`src/rtl/mac_norm_pipe.sv`:
```
// mac_norm_pipe: multi-lane two-stage valid/ready leading-one normaliser for MAC partial sums
module mac_norm_pipe #(
    parameter int LANES    = 4,
    parameter int PSUM_W   = 19,
    parameter int NORM_W   = 11,
    parameter int FRAC_POS = 10,
    parameter int EXP_W    = 6,
    parameter int ADJ_W    = 6,
    parameter int SB_W     = 5
) (
    input  logic                      i_clk,
    input  logic                      i_rst_n,
    input  logic                      i_valid,
    output logic                      o_ready,
    input  logic                      i_flush,
    input  logic                      i_rnd_mode,
    input  logic [LANES*PSUM_W-1:0]   i_psum,
    input  logic [LANES*EXP_W-1:0]    i_max_exp,
    input  logic [SB_W-1:0]           i_Q_frac,
    output logic                      o_valid,
    input  logic                      i_ready,
    output logic [LANES*NORM_W-1:0]   o_norm_sum,
    output logic [LANES*ADJ_W-1:0]    o_exp_adj,
    output logic [LANES-1:0]          o_sgn,
    output logic [LANES-1:0]          o_zero,
    output logic [LANES*EXP_W-1:0]    o_max_exp,
    output logic [SB_W-1:0]           o_Q_frac
);

    typedef struct packed {
        logic              zero;
        logic              sgn;
        logic [ADJ_W-1:0]  adj;
        logic [NORM_W-1:0] norm;
    } lane_t;

    logic                    v1;
    logic                    rnd1;
    logic [LANES*PSUM_W-1:0] psum1;
    logic [LANES*EXP_W-1:0]  max_exp1;
    logic [SB_W-1:0]         q_frac1;
    logic                    adv1;
    logic                    adv2;
    logic [LANES*NORM_W-1:0] norm_c;
    logic [LANES*ADJ_W-1:0]  adj_c;
    logic [LANES-1:0]        sgn_c;
    logic [LANES-1:0]        zero_c;

    assign adv2    = ~o_valid | i_ready;
    assign adv1    = ~v1 | adv2;
    assign o_ready = adv1;

    function automatic lane_t norm_lane(input logic [PSUM_W-1:0] ps, input logic rnd);
        lane_t             r;
        logic [PSUM_W-1:0] mag;
        logic [PSUM_W-1:0] sh;
        logic [PSUM_W-1:0] mask;
        logic [NORM_W:0]   sum;
        logic              grd;
        logic              stk;
        int                p;
        r    = '0;
        mag  = ps[PSUM_W-1] ? -ps : ps;
        p    = 0;
        sh   = '0;
        mask = '0;
        sum  = '0;
        grd  = 1'b0;
        stk  = 1'b0;
        for (int i = 0; i < PSUM_W; i++)
            if (mag[i]) p = i;
        if (mag != '0) begin
            r.sgn = ps[PSUM_W-1];
            r.adj = ADJ_W'(p - FRAC_POS);
            if (p <= NORM_W - 1) begin
                sh     = mag << (NORM_W - 1 - p);
                r.norm = NORM_W'(sh);
            end else begin
                sh     = mag >> (p - NORM_W + 1);
                grd    = mag[p - NORM_W];
                mask   = (PSUM_W'(1) << (p - NORM_W)) - PSUM_W'(1);
                stk    = |(mag & mask);
                sum    = {1'b0, NORM_W'(sh)} + (NORM_W + 1)'(rnd & grd & (stk | sh[0]));
                r.norm = sum[NORM_W] ? NORM_W'(1) << (NORM_W - 1) : sum[NORM_W-1:0];
                r.adj  = r.adj + ADJ_W'(sum[NORM_W]);
            end
        end
        r.zero = (mag == '0);
        return r;
    endfunction

    // per-lane normalisation of the S1 contents
    always_comb begin
        norm_c = '0;
        adj_c  = '0;
        sgn_c  = '0;
        zero_c = '0;
        for (int k = 0; k < LANES; k++)
            {zero_c[k], sgn_c[k], adj_c[k*ADJ_W +: ADJ_W], norm_c[k*NORM_W +: NORM_W]} =
                norm_lane(psum1[k*PSUM_W +: PSUM_W], rnd1);
    end

    // S1: capture accepted beat, hold while stalled, cleared by flush
    always_ff @(posedge i_clk or negedge i_rst_n) begin
        if (!i_rst_n) begin
            v1       <= 1'b0;
            rnd1     <= 1'b0;
            psum1    <= '0;
            max_exp1 <= '0;
            q_frac1  <= '0;
        end else begin
            v1 <= i_flush ? 1'b0 : adv1 ? i_valid : v1;
            if (adv1 && i_valid && !i_flush) begin
                rnd1     <= i_rnd_mode;
                psum1    <= i_psum;
                max_exp1 <= i_max_exp;
                q_frac1  <= i_Q_frac;
            end
        end
    end

    // S2: register normalised results with their sideband, hold while stalled
    always_ff @(posedge i_clk or negedge i_rst_n) begin
        if (!i_rst_n) begin
            o_valid    <= 1'b0;
            o_norm_sum <= '0;
            o_exp_adj  <= '0;
            o_sgn      <= '0;
            o_zero     <= '0;
            o_max_exp  <= '0;
            o_Q_frac   <= '0;
        end else begin
            o_valid <= i_flush ? 1'b0 : adv2 ? v1 : o_valid;
            if (adv2 && v1) begin
                o_norm_sum <= norm_c;
                o_exp_adj  <= adj_c;
                o_sgn      <= sgn_c;
                o_zero     <= zero_c;
                o_max_exp  <= max_exp1;
                o_Q_frac   <= q_frac1;
            end
        end
    end

endmodule

```
`config.mk`:
```
export PLATFORM = sky130hd
export DESIGN_NAME = mac_norm_pipe
export DESIGN_NICKNAME = d
export VERILOG_FILES = /design/src/rtl/mac_norm_pipe.sv
export SDC_FILE = /design/constraint.sdc
export NUM_CORES = 1
export LEC_CHECK = 0
export ABC_CLOCK_PERIOD_IN_PS = 8300
export CAP_MARGIN = 20
export CORE_ASPECT_RATIO = 2
export CORE_UTILIZATION = 28
export DETAILED_ROUTE_END_ITERATION = 12
export PLACE_DENSITY = 0.52
export SLEW_MARGIN = 5
export SYNTH_ARGS = -nofsm -noshare
export SYNTH_HDL_FRONTEND = slang
export SYNTH_SLANG_ARGS = --single-unit
```
`constraint.sdc`:
```
create_clock -name i_clk -period 8.3 [get_ports i_clk]
set_input_delay 1.245 -clock i_clk [delete_from_list [all_inputs] [get_ports i_clk]]
set_output_delay 1.245 -clock i_clk [all_outputs]
set_load 0.005 [all_outputs]
```
After elaboration in Yosys (flattened, before gate mapping)
Index checks and enable logic that the tools add are counted.
Widths: inputs -> output; s select.

word-level totals
  register bits = 213
  input bits = 111
  output and inout port bits = 107
  logic and storage cells = 210

cells by class
  add/sub/neg operators = 32
  order comparisons = 8
  shift-type cells = 12
  multiplexer cells = 108
  bitwise gates (word level) = 20
  reductions and logical operators = 18

operators with widths
  cell                   number
  $mux 32                66
  $add 32x2->32 const B  4
  $le 32x5->1 const B    4
  $lt 32x7->1 const B    4
  $shl 1x32->19 const A  4
  $shl 19x32->11         4
  $shr 19x32->11         4
  $sub 32x5->32 const B  4
  $sub 5x32->32 const A  4
  $mux 11                8
  $and 19x19->19         4
  $logic_not 19->1       4
  $mux 19                4
  $neg 19->19            4
  $reduce_bool 19->1     4
  $reduce_or 19->1       4
  $sub 19x2->19 const B  4
  $mux 18                4
  $add 11x1->12          4
  $add 6x1->6            4
  $mux 6                 4
  $sub 6x5->6 const B    4
  $bmux 1 s5             4
  $mux 1                 16
  other kinds (7)        24

Depth between registers and ports, before layout
Gate-level depths: netlist (run 1).

  depth after elaboration = 31
  gate-level depth with buffers = 33
  mapped depth without buffers = 26

Worst setup path after synthesis (run 1)
OpenSTA, ideal clock, no wires.

  kind = register to register
  start = register psum1[19]
  end = register o_norm_sum[19]
  library setup time = 0.095 ns
  data arrival time = 7.503 ns
  data required time = 8.205 ns
  setup slack = 0.702 ns
  stages on the path, launching flop included = 29
  path buffers = 6
  period minus slack after synthesis = 7.598 ns
  cell sequence = dfrtp_1 > clkbuf_1 > inv_1 > ha_1 > or4b_1 > buf_2 > o41ai_1 > xnor2_1 > and3_1 > o211ai_2 > o21ai_4 > clkbuf_1 > clkbuf_1 > ha_1 > clkbuf_1 > o21ai_0 > ha_1 > buf_1 > or4_1 > a311oi_2 > o2111a_1 > nor4_2 > a2111oi_2 > ha_1 > nand2_1 > a2111oi_2 > nand4_1 > xor2_1 > o31ai_1

between the ends
  word-level cells in the longest chain between the ends = 31
  elaborated cells between the ends (all ways) = 41
  those cells by class = 6 x add/sub; 1 x order compare; 3 x shift; 25 x mux; 4 x bitwise; 2 x reduce/logical

RTL lines
  element                                                           RTL line  text
  start: declaration                                                39        logic [LANES*PSUM_W-1:0] psum1;
  start signal: assignment                                          115       psum1 <= i_psum;
  $neg 19->19                                                       63        mag = ps[PSUM_W-1] ? -ps : ps;
  $mux 19 *                                                         63
  parallel branches: the longest is 28 deep, another holds $mux 32  n/a
  $mux 18 *                                                         72        if (mag != '0) begin
  end signal: assignment                                            135       o_norm_sum <= norm_c;
  end: declaration                                                  22        output logic [LANES*NORM_W-1:0] o_norm_sum,

Every way passes the cells marked *. The select of a mux whose other input is x is not followed.
A chain may end at the register's enable or synchronous reset.

Final worst setup path (run 1)
  start = register psum1[38]
  end = register o_exp_adj[16]

between the ends
  word-level cells in the longest chain between the ends = 31
  elaborated cells between the ends (all ways) = 40
  those cells by class = 7 x add/sub; 1 x order compare; 2 x shift; 24 x mux; 4 x bitwise; 2 x reduce/logical

RTL lines
  element                                                           RTL line  text
  $neg 19->19                                                       63
  $mux 19 *                                                         63
  parallel branches: the longest is 28 deep, another holds $mux 32  n/a
  $mux 18 *                                                         72
  end signal: assignment                                            136       o_exp_adj <= adj_c;
  end: declaration                                                  23        output logic [LANES*ADJ_W-1:0] o_exp_adj,

Marks and branches as above.

==> metrics, run 1 <==
status=finished clean; final hold violations=0; Distinct cells, synth=around 120; Core Area=83,900 sq um; first-pass GRT wire length=~160,000 microns; clock sinks=213; initial antenna violation count=4; vias=25,500; chip width=208 microns; most frequent cells in the layout=362 x nand2_1, 216 x clkdlybuf4s50_1, 213 x dfrtp_1; drt total wl=around 110,000 microns; cts hold-fix bufs=0; Async SR Flop Fraction=1.00; Slew Limit Fails=0; Nets=roughly 3,300; leak pwr=0.0107 uW; Slew headroom=0.199; RSZ-0062 raised after global routing=false; Initial Utilization=0.283; compound-cell area share of the yosys netlist=0.274; worst r2r src=psum1[38]; reg2reg path depth=26; initial drt markers=1,743; CTS tree=done; Mapped Avg Cell Area=7.94 sq um; Hold WC Path Type=reg2reg; total negative slack=0 ns; Post-synth EDFFs=0; WL met1=36,300 microns; post-synthesis net count=3,163; ys flop type=dfrtp_1; crit-path max FO=12; Layout Skew=0.0522 ns; reported max-cap violation count=0; Tmin final=7.80 ns; Port Buffers=217; DR top layer=met5; Synth Instances=2,992; total track usage=0.245; # resized after CTS=0; Post-Synth XOR/XNOR Area=0.0629; metal3 WL=about 6000 microns; Power per Cell Area=328 nW/um^2; vias per cell=just over 6; Worst-Skew Late Latency=0.63 ns; die area=approximately 86,000 sq um; met2 WL=57,700 microns; cell area after synthesis=23,800 sq um; f_max=128 MHz; final core utilization=0.335; commonest non-fill, non-tap cell in the layout=nand2_1; die height=414 microns; largest net degree at the start of global routing=70; synthesis-stage register bit count=around 210; Worst Hold Depth=2; post-synthesis sequential area ratio=0.224; Synth Area in Adders=0.0316; final global-route overflow total=0; main combinational cell family by area after synthesis=compound AO/OA/AOI/OAI gates; io pins=218; Reg2Reg Setup Slack=between 0.5 and 0.6 ns; post-DP HPWL=85,800 microns; DRT Pass-1 Iters=7; vias in the first global route=25,200; endpoints failing setup=0; Worst Tran Pin Value=1.19 ns; CTS Buf Count=25; area grow syn2layout=18.4%; Worst-path clk slew=about 0.06 ns; critical path class=reg2reg; CTS H-Tree Depth=1; post-route ant nets=0; global placement routability congestion=between 1 and 1.5; WHS Endpoint=o_max_exp[1]; Critical Path RT=roughly 8.8 ns; FF-to-FF End=o_exp_adj[16]; Clock Path Buffers=3; final worst-path cycle share=0.939; maximum vdd drop=0.000187 V; hold_sp=max_exp1[1]; crit start category=flip-flop; Synthesis Warnings=0; CP arrival=approximately 8.3 ns; number of setup buffers added after CTS=0; simple-gate area share of the yosys netlist=0.233; row cnt=150; endpoint type of the worst setup path=flip-flop; # DRC=0; routed len/inst=between 20 and 30 microns; Root Driver=clkbuf_16; share of cells above drive strength 1=0.131; post-synthesis mux area share=0.124; WHS=0.462 ns
[worst max-delay path by stage]
stage,startpoint,slack (ns),to
final,psum1[38],0.50,o_exp_adj[16]
after CTS,psum1[38],0.62,o_exp_adj[16]
after floorplan,psum1[19],0.70,o_norm_sum[19]
after detailed placement,psum1[38],0.65,o_exp_adj[16]
after global placement,psum1[38],0.66,o_exp_adj[16]
after global routing,psum1[38],0.11,o_exp_adj[16]
[worst max-delay path, stage by stage (launching register included)]
cell       delay, ns
dfrtp_1         0.41
buf_4           0.21
inv_1           0.15
ha_1            0.18
or3b_2          0.49
o31a_1          0.25
o311ai_1        0.50
a21boi_1        0.47
o2111ai_1       0.44
nand2_1         0.26
ha_1            0.42
o21ai_0         0.21
ha_1            0.55
nand2_1         0.19
a211o_1         0.33
o311a_1         0.35
a32oi_1         0.16
a32oi_1         0.20
nor4_2          0.33
o211ai_1        0.32
nor3_1          0.26
buf_4           0.20
ha_1            0.22
ha_1            0.18
nand4_1         0.10
xor2_1          0.16
o21ai_0         0.15
[power breakdown]
| part | leakage (uW) | switching [uW] | total [uW] | internal [uW] |
|---|---|---|---|---|
| logic | 0.00764 | 4030 | 6470 | 2440 |
| registers | 0.00262 | 312 | 1590 | 1280 |
| clock network | 0.000399 | 521 | 1170 | 649 |
| total | 0.0107 | 4860 | 9230 | 4370 |
[synth_stat cells (12+ instances only)]
cell / number / area [sq um]
o311a_1: 12 / 120
a22o_1: 16 / 140
nand4_1: 41 / 257
clkbuf_1: 163 / 612
nor4_1: 48 / 300
ha_1: 60 / 751
o22ai_1: 29 / 181
a22oi_1: 18 / 135
a21oi_1: 148 / 741
a21o_1: 26 / 195
mux2_2: 137 / 1540
xnor2_1: 99 / 867
o41ai_1: 13 / 114
nand2b_1: 27 / 169
o21ai_0: 174 / 871
nor2b_1: 23 / 144
mux2i_1: 99 / 991
o21a_1: 18 / 135
buf_2: 30 / 150
nand2_1: 362 / 1360
a31oi_1: 40 / 250
a32oi_1: 20 / 175
and3_1: 21 / 131
and2_1: 26 / 163
o31ai_1: 35 / 263
buf_1: 18 / 67.6
or2_2: 22 / 138
nand3_1: 112 / 561
inv_1: 58 / 218
a211o_1: 20 / 175
or3_1: 23 / 144
dfrtp_1: 213 / 5330
o21ai_1: 13 / 65.1
nor3_1: 100 / 500
a211oi_1: 44 / 330
or4_1: 24 / 180
mux4_2: 18 / 405
a2bb2oi_1: 12 / 105
o2111ai_1: 20 / 175
nor2_1: 182 / 683
o211ai_1: 57 / 428
xor2_1: 66 / 578
o221ai_1: 23 / 201
[area by class of cell]
type	count	area, sq um
well taps	1064	1330
clock inverters	12	140
diodes	1	2.50
fillers	8923	55800
flip-flops and latches	213	5330
multi-input cells	2488	17300
repair buffers	340	3100
clock buffers	33	686
inverters	71	269
[flip-flops by register name (all words and copies together), names as in the netlist, 4 cells and up]
signal and cells:
o_Q_frac 5, o_sgn 4, o_max_exp 24, psum1 76, q_frac1 5, max_exp1 24, o_zero 4, o_exp_adj 24
o_norm_sum 44
[routing by layer]
layer | global-route usage | vias up
li1 | - | 11700
met1 | 0.235 | 12400
met2 | 0.468 | 1060
met3 | 0.0353 | 366
met4 | 0.179 | 4
met5 | 0 | -
[through the flow]
| step | power [uW] | instances | area (sq um) | worst slack [ns] |
|---|---|---|---|---|
| after detailed placement | 7910 | 4175 | 27300 | 0.648 |
| after global placement | 7930 | 4175 | 27300 | 0.660 |
| after CTS | 9150 | 4220 | 28100 | 0.623 |
| final | 9230 | 4222 | 28100 | 0.504 |
| after global routing | 9770 | 4222 | 28100 | 0.105 |
| after floorplan | 5630 | 2992 | 23800 | 0.702 |
[cell families (layout without fill, tap and decap cells)]
kind of cell,after synthesis,count (layout)
simple gates,1096,1096
compound gates,909,909
buf+inv,291,456
mux,255,255
flops,213,213
xor+xnor,168,168
fa+ha+maj,60,60
other cells,0,1
(Power assumes the default switching activity.)
==> run 2, diff against run 1 <==
Settings changed: CTS_BUF_LIST set to sky130_fd_sc_hd__clkbuf_4 sky130_fd_sc_hd__clkbuf_8, SLEW_MARGIN 5 to 20.
==> run 2 against run 1 <==
Net effect: hold slack got worse by 0.021 ns; design area up 0.39%; fmax grew 0.60%; combinational power is essentially flat; sequential share of layout area down 0.073 points; die area stayed put; register-to-register slack gained 0.05 ns; clock skew is 0.012 ns higher; critical path type unchanged; cell count is 0.62% higher; sequential cell count is the same; global-route usage up 0.19 points; via count grew 0.56%; critical endpoint unchanged.
==> metrics, run 2 (synthesis gave the netlist of run 1 again) <==
Power per Cell Area=329 nW/um^2 (was 328 nW/um^2); vias per cell=6.04 (about the same); CTS H-Tree Depth=2 (was 1); total track usage=0.247 (was 0.245); FF-to-FF End=o_exp_adj[16] (unchanged); chip width=208 microns (unchanged); Fillers=8,922 (was 8,923); vias=25,700 (was 25,500); total negative slack=0 ns (unchanged); DRT Pass-1 Iters=6 (was 7); Critical Path RT=8.88 ns (was 8.83 ns); endpoints failing setup=0 (unchanged); Root Driver=clkbuf_8 (was clkbuf_16); global placement routability congestion=1.02 (unchanged); die height=414 microns (unchanged); die area=86,100 sq um (unchanged); hold_sp=max_exp1[20] (was max_exp1[1]); Slew Limit Fails=0 (unchanged); final hold violations=0 (unchanged); post-route ant nets=0 (unchanged); vias in the first global route=25,400 (was 25,200); # resized after CTS=0 (unchanged); routed len/inst=25.7 microns (was 25.8 microns); # DRC=0 (unchanged); CTS Buf Count=41 (was 25); row cnt=150 (unchanged); number of setup buffers added after CTS=0 (unchanged); sw frac=0.522 (was 0.527); clock sinks=213 (unchanged); commonest non-fill, non-tap cell in the layout=nand2_1 (unchanged); Slew headroom=0.255 (was 0.199); WHS Endpoint=o_max_exp[20] (was o_max_exp[1]); largest net degree at the start of global routing=70 (unchanged); leak pwr=0.0108 uW (was 0.0107 uW); Placement Cell Area=27,300 sq um (unchanged); drt total wl=109,000 microns (about the same); first-pass GRT wire length=162,000 microns (was 161,000 microns); f_max=129 MHz (was 128 MHz); Clock Path Buffers=3 (unchanged); cts hold-fix bufs=0 (unchanged); clock network power share=0.133 (was 0.127); reported max-cap violation count=0 (unchanged); Worst Tran Pin Value=1.11 ns (was 1.19 ns); Initial Utilization=0.283 (unchanged); number of flip-flops in the largest register=76 (unchanged); Comb power frac=0.697 (was 0.701); Nets=3,326 (was 3,310); crit path from=psum1[38] (unchanged); final core utilization=0.337 (was 0.335); Multi-input gate area=17,300 sq um (about the same); Hold WC Path Type=reg2reg (unchanged); CTS tree=done (unchanged); initial drt markers=1,675 (was 1,743); total power draw=9300 uW (was 9230 uW); final global-route overflow total=0 (unchanged); maximum vdd drop=0.000131 V (was 0.000187 V); area occupied by registers=5330 sq um (unchanged); status=finished clean (unchanged); area grow syn2layout=18.8% (was 18.4%); Top Registers=psum1: 76 flops, o_norm_sum: 44 flops (unchanged); share of cells above drive strength 1=0.140 (was 0.131); worst r2r src=psum1[38] (unchanged); Largest Register=psum1 (unchanged); RSZ-0062 raised after global routing=false (unchanged); Worst-Skew Late Latency=0.67 ns (was 0.63 ns); endpoint type of the worst setup path=flip-flop (unchanged); Int Power=4440 uW (was 4370 uW); final worst-path cycle share=0.934 (was 0.939); Reg2Reg Setup Slack=0.55 ns (was 0.50 ns); critical path class=reg2reg (unchanged); Worst Hold Depth=2 (unchanged); post-route cell area=28,200 sq um (was 28,100 sq um); Layout Skew=0.0638 ns (was 0.0522 ns); Cells after DPL=4,175 (unchanged); Core Area=83,900 sq um (unchanged); post-DP HPWL=85,800 microns (unchanged); Port Buffers=217 (unchanged); Worst-path clk slew=0.06 ns (about the same); Tmin final=7.75 ns (was 7.80 ns); reg2reg path depth=26 (unchanged); sw power=4860 uW (about the same); CP arrival=8.33 ns (about the same); Layout Cells excl Fill=4,248 (was 4,222); most frequent cells in the layout=362 x nand2_1, 216 x clkdlybuf4s50_1, 213 x dfrtp_1 (unchanged); io pins=218 (unchanged); sequential share of power=0.171 (was 0.172); initial antenna violation count=3 (was 4); crit start category=flip-flop (unchanged); crit-path max FO=12 (unchanged)
[run 2: cell types whose count changed in the layout (fill, tap and decap cells not counted), sizes merged]
cell | previous run | this run
clkbuf | 33 | 61
bufinv | 2 | 4
inv | 67 | 64
clkinv | 11 | 12
clkinvlp | 3 | 1
[run 2: per-layer routing]
metal / global-route usage / part of all wire
met1: 0.236 / 0.33
met2: 0.470 / 0.53
met3: 0.0375 / 0.054
met4: 0.182 / 0.082
met5: 0 / 0.00012
[run 2: worst max path at each step]
stage | endpoint | slack (ns) | cells after the start
4_1_cts | o_exp_adj[16] | 0.61 | 26
6_report | o_exp_adj[16] | 0.55 | 26
3_3_place_gp | o_exp_adj[16] | 0.66 | 26
3_5_place_dp | o_exp_adj[16] | 0.65 | 26
2_1_floorplan | o_norm_sum[19] | 0.70 | 28
5_1_grt | o_exp_adj[16] | 0.09 | 25
[run 2: layout make-up]
class	count	share of cell area
antenna	1	0.0000886
clock buffer	61	0.0273
clock inverter	10	0.00540
inverter	71	0.00953
multi-input combinational	2488	0.612
sequential	213	0.189
tap	1064	0.0471
timing repair buffer	340	0.110
[run 2: power groups by stage]
stage          clock network, uW  logic [uW]  registers [uW]
2_1_floorplan                  0        4200            1430
3_3_place_gp                   0        6330            1600
3_5_place_dp                   0        6310            1600
5_1_grt                     1310        6910            1630
6_report                    1230        6480            1590
4_1_cts                     1290        6340            1590
[run 2: through the flow]
stage	hold slack (ns)	setup WS, ns
6_report	0.441	0.551
5_1_grt	0.452	0.0853
4_1_cts	0.412	0.608
3_5_place_dp	0.449	0.648
3_3_place_gp	0.443	0.660
2_1_floorplan	0.433	0.702
[run 2: worst max-delay path, cell delays in order, from the launching register on]
cell and delay [ns]:
dfrtp_1 0.40, buf_4 0.21, inv_1 0.14, ha_1 0.18, or3b_2 0.49, o31a_1 0.25
o311ai_1 0.49, a21boi_1 0.46, o2111ai_1 0.42, nand2_1 0.26, ha_1 0.42, o21ai_0 0.21
ha_1 0.54, nand2_1 0.19, a211o_1 0.32, o311a_1 0.35, a32oi_1 0.16, a32oi_1 0.20
nor4_2 0.33, o211ai_1 0.32, nor3_1 0.26, buf_4 0.20, ha_1 0.22, ha_1 0.18
nand4_1 0.10, xor2_1 0.16, o21ai_0 0.16
==> run 3, diff against run 2 <==
Settings changed: CAP_MARGIN 20 to 15, GPL_TIMING_DRIVEN set to 0.
==> run 3 against run 2 <==
Net effect: largest power group unchanged; power is 4.4% higher; cell count grew 2.8%; routed wire length rose by 11%; sequential power shrank 6%; critical path type unchanged; clock power is essentially flat; clock skew shrank 0.0062 ns; register-to-register slack lost 0.31 ns; utilization is 1.3 points higher.
==> metrics, run 3 (synthesis gave the netlist of run 1 again) <==
chip width=208 microns (unchanged); largest net degree at the start of global routing=89 (was 70); CTS H-Tree Depth=2 (unchanged); first-pass GRT wire length=177,000 microns (was 162,000 microns); sw power=5250 uW (was 4860 uW); endpoints failing setup=0 (unchanged); Largest Register=psum1 (unchanged); leak pwr=0.0110 uW (was 0.0108 uW); crit start category=flip-flop (unchanged); Layout Skew=0.0576 ns (was 0.0638 ns); clock network power share=0.124 (was 0.133); row cnt=150 (unchanged); die area=86,100 sq um (unchanged); DR top layer=met5 (unchanged); critical path class=reg2reg (unchanged); reg2reg path depth=27 (was 26); WHS=0.412 ns (was 0.441 ns); commonest non-fill, non-tap cell in the layout=nand2_1 (unchanged); clock sinks=213 (unchanged); global placement routability congestion=1.07 (was 1.02); Hold WC Path Type=reg2reg (unchanged); die height=414 microns (unchanged); final worst-path cycle share=0.971 (was 0.934); drt total wl=121,000 microns (was 109,000 microns); WL met1=39,400 microns (was 36,300 microns); vias per cell=6.11 (was 6.04); post-DP HPWL=96,100 microns (was 85,800 microns); routed len/inst=27.7 microns (was 25.7 microns); Power per Cell Area=331 nW/um^2 (was 329 nW/um^2); Root Driver=clkbuf_8 (unchanged); initial antenna violation count=5 (was 3); Worst Tran Pin Value=1.19 ns (was 1.11 ns); Top Registers=psum1: 76 flops, o_norm_sum: 44 flops (unchanged); metal3 WL=6520 microns (was 5870 microns); area grow syn2layout=23.4% (was 18.8%); Nets=3,445 (was 3,326); post-route cell area=29,300 sq um (was 28,200 sq um); share of cells above drive strength 1=0.158 (was 0.140); Comb power frac=0.721 (was 0.697); Tmin final=8.06 ns (was 7.75 ns); reported max-cap violation count=0 (unchanged); vias=26,700 (was 25,700); CP arrival=8.59 ns (was 8.33 ns); initial drt markers=2,208 (was 1,675); final global-route overflow total=0 (unchanged); CTS tree=done (unchanged); total negative slack=0 ns (unchanged); hold_sp=max_exp1[13] (was max_exp1[20]); status=finished clean (unchanged); Worst-path clk slew=0.06 ns (about the same); cts hold-fix bufs=0 (unchanged); Clock Path Buffers=3 (unchanged); CTS Buf Count=40 (was 41); Worst-Skew Late Latency=0.69 ns (was 0.67 ns); met2 WL=63,000 microns (was 57,900 microns); post-route ant nets=0 (unchanged); crit path from=psum1[40] (was psum1[38]); Initial Utilization=0.283 (unchanged); total track usage=0.274 (was 0.247); maximum vdd drop=0.000137 V (was 0.000131 V); Critical Path RT=8.83 ns (was 8.88 ns); DRT Pass-1 Iters=9 (was 6); final hold violations=0 (unchanged); number of flip-flops in the largest register=76 (unchanged); Int Power=4450 uW (was 4440 uW); Slew Limit Fails=0 (unchanged); DP Worst Slack=-2.87 ns (was 0.648 ns); Core Area=83,900 sq um (unchanged); endpoint type of the worst setup path=flip-flop (unchanged); crit-path max FO=10 (was 12); most frequent cells in the layout=360 x nand2_1, 216 x clkdlybuf4s50_1, 212 x dfrtp_1 (was 362 x nand2_1, 216 x clkdlybuf4s50_1, 213 x dfrtp_1); Placement Cell Area=27,400 sq um (was 27,300 sq um); Port Buffers=217 (unchanged); vias in the first global route=27,000 (was 25,400); Worst Hold Depth=2 (unchanged); sequential share of power=0.154 (was 0.171); io pins=218 (unchanged); sw frac=0.541 (was 0.522); worst r2r src=psum1[40] (was psum1[38]); # DRC=0 (unchanged); Slew headroom=0.197 (was 0.255); Final WS setup=0.244 ns (was 0.551 ns); f_max=124 MHz (was 129 MHz)
## run 3: through the flow
| stage | util | instances | power (uW) |
|---|---|---|---|
| 2_1_floorplan | - | 2992 | 5630 |
| 3_3_place_gp | 0.325 | 4273 | 8010 |
| 3_5_place_dp | 0.326 | 4276 | 8000 |
| 4_1_cts | 0.343 | 4352 | 9440 |
| 5_1_grt | 0.350 | 4367 | 10200 |
| 6_report | 0.350 | 4368 | 9700 |
## run 3: worst max-delay path: stages, from the launching register on
cell and delay, ns:
dfrtp_1 0.35, clkbuf_1 0.29, or4_1 0.60, o31ai_2 0.48, xnor2_2 0.30, o211ai_1 0.17, a211o_1 0.37, a21o_1 0.16
buf_2 0.22, clkinv_1 0.28, clkbuf_2 0.36, clkbuf_2 0.34, buf_2 0.35, ha_1 0.29, nand2_1 0.10, a21oi_1 0.12
a31oi_1 0.08, nor3_2 0.31, xor2_2 0.43, nand2_2 0.29, nor3b_2 0.34, nand4_1 0.25, nor3_4 0.52, ha_1 0.31
ha_1 0.18, nand4_1 0.10, xor2_1 0.17, o21ai_0 0.09
## run 3: repair_timing
action	4_1_cts	5_1_grt
endpoints found under the setup margin	68	55
setup buffers	13	18
gates resized for setup	100	94
pin swaps	14	16
gates cloned	0	1
## run 3: final timing paths
kind                                  to  slack (ns)
min reg2reg                o_max_exp[13]        0.41
max in group asynchronous      psum1[73]        6.58
min                        o_max_exp[13]        0.41
min in group asynchronous      psum1[39]        0.47
max reg2reg                o_exp_adj[16]        0.24
max                        o_exp_adj[16]        0.24
## run 3: cell type report
class                      instances  area, sq um
sequential                       213         5330
timing repair buffer             251         2480
clock buffer                      57          716
fill                            8849        54600
clock inverter                    13          153
tap                             1064         1330
buffer                           208          957
inverter                          71          274
antenna                            2         5.00
multi-input combinational       2489        18100
## run 3: power by group through the flow
stage                     sequential, uW  clock [uW]  combinational [uW]
after floorplan                     1430           0                4200
after global placement              1500           0                6510
after detailed placement            1500           0                6490
after CTS                           1490        1250                6700
after global routing                1530        1280                7380
final                               1500        1210                7000
## run 3: routing by layer
layer	vias up	global-route usage
met3	515	0.0441
li1	12000	-
met4	2	0.234
met2	1313	0.518
met5	-	0
met1	12900	0.251
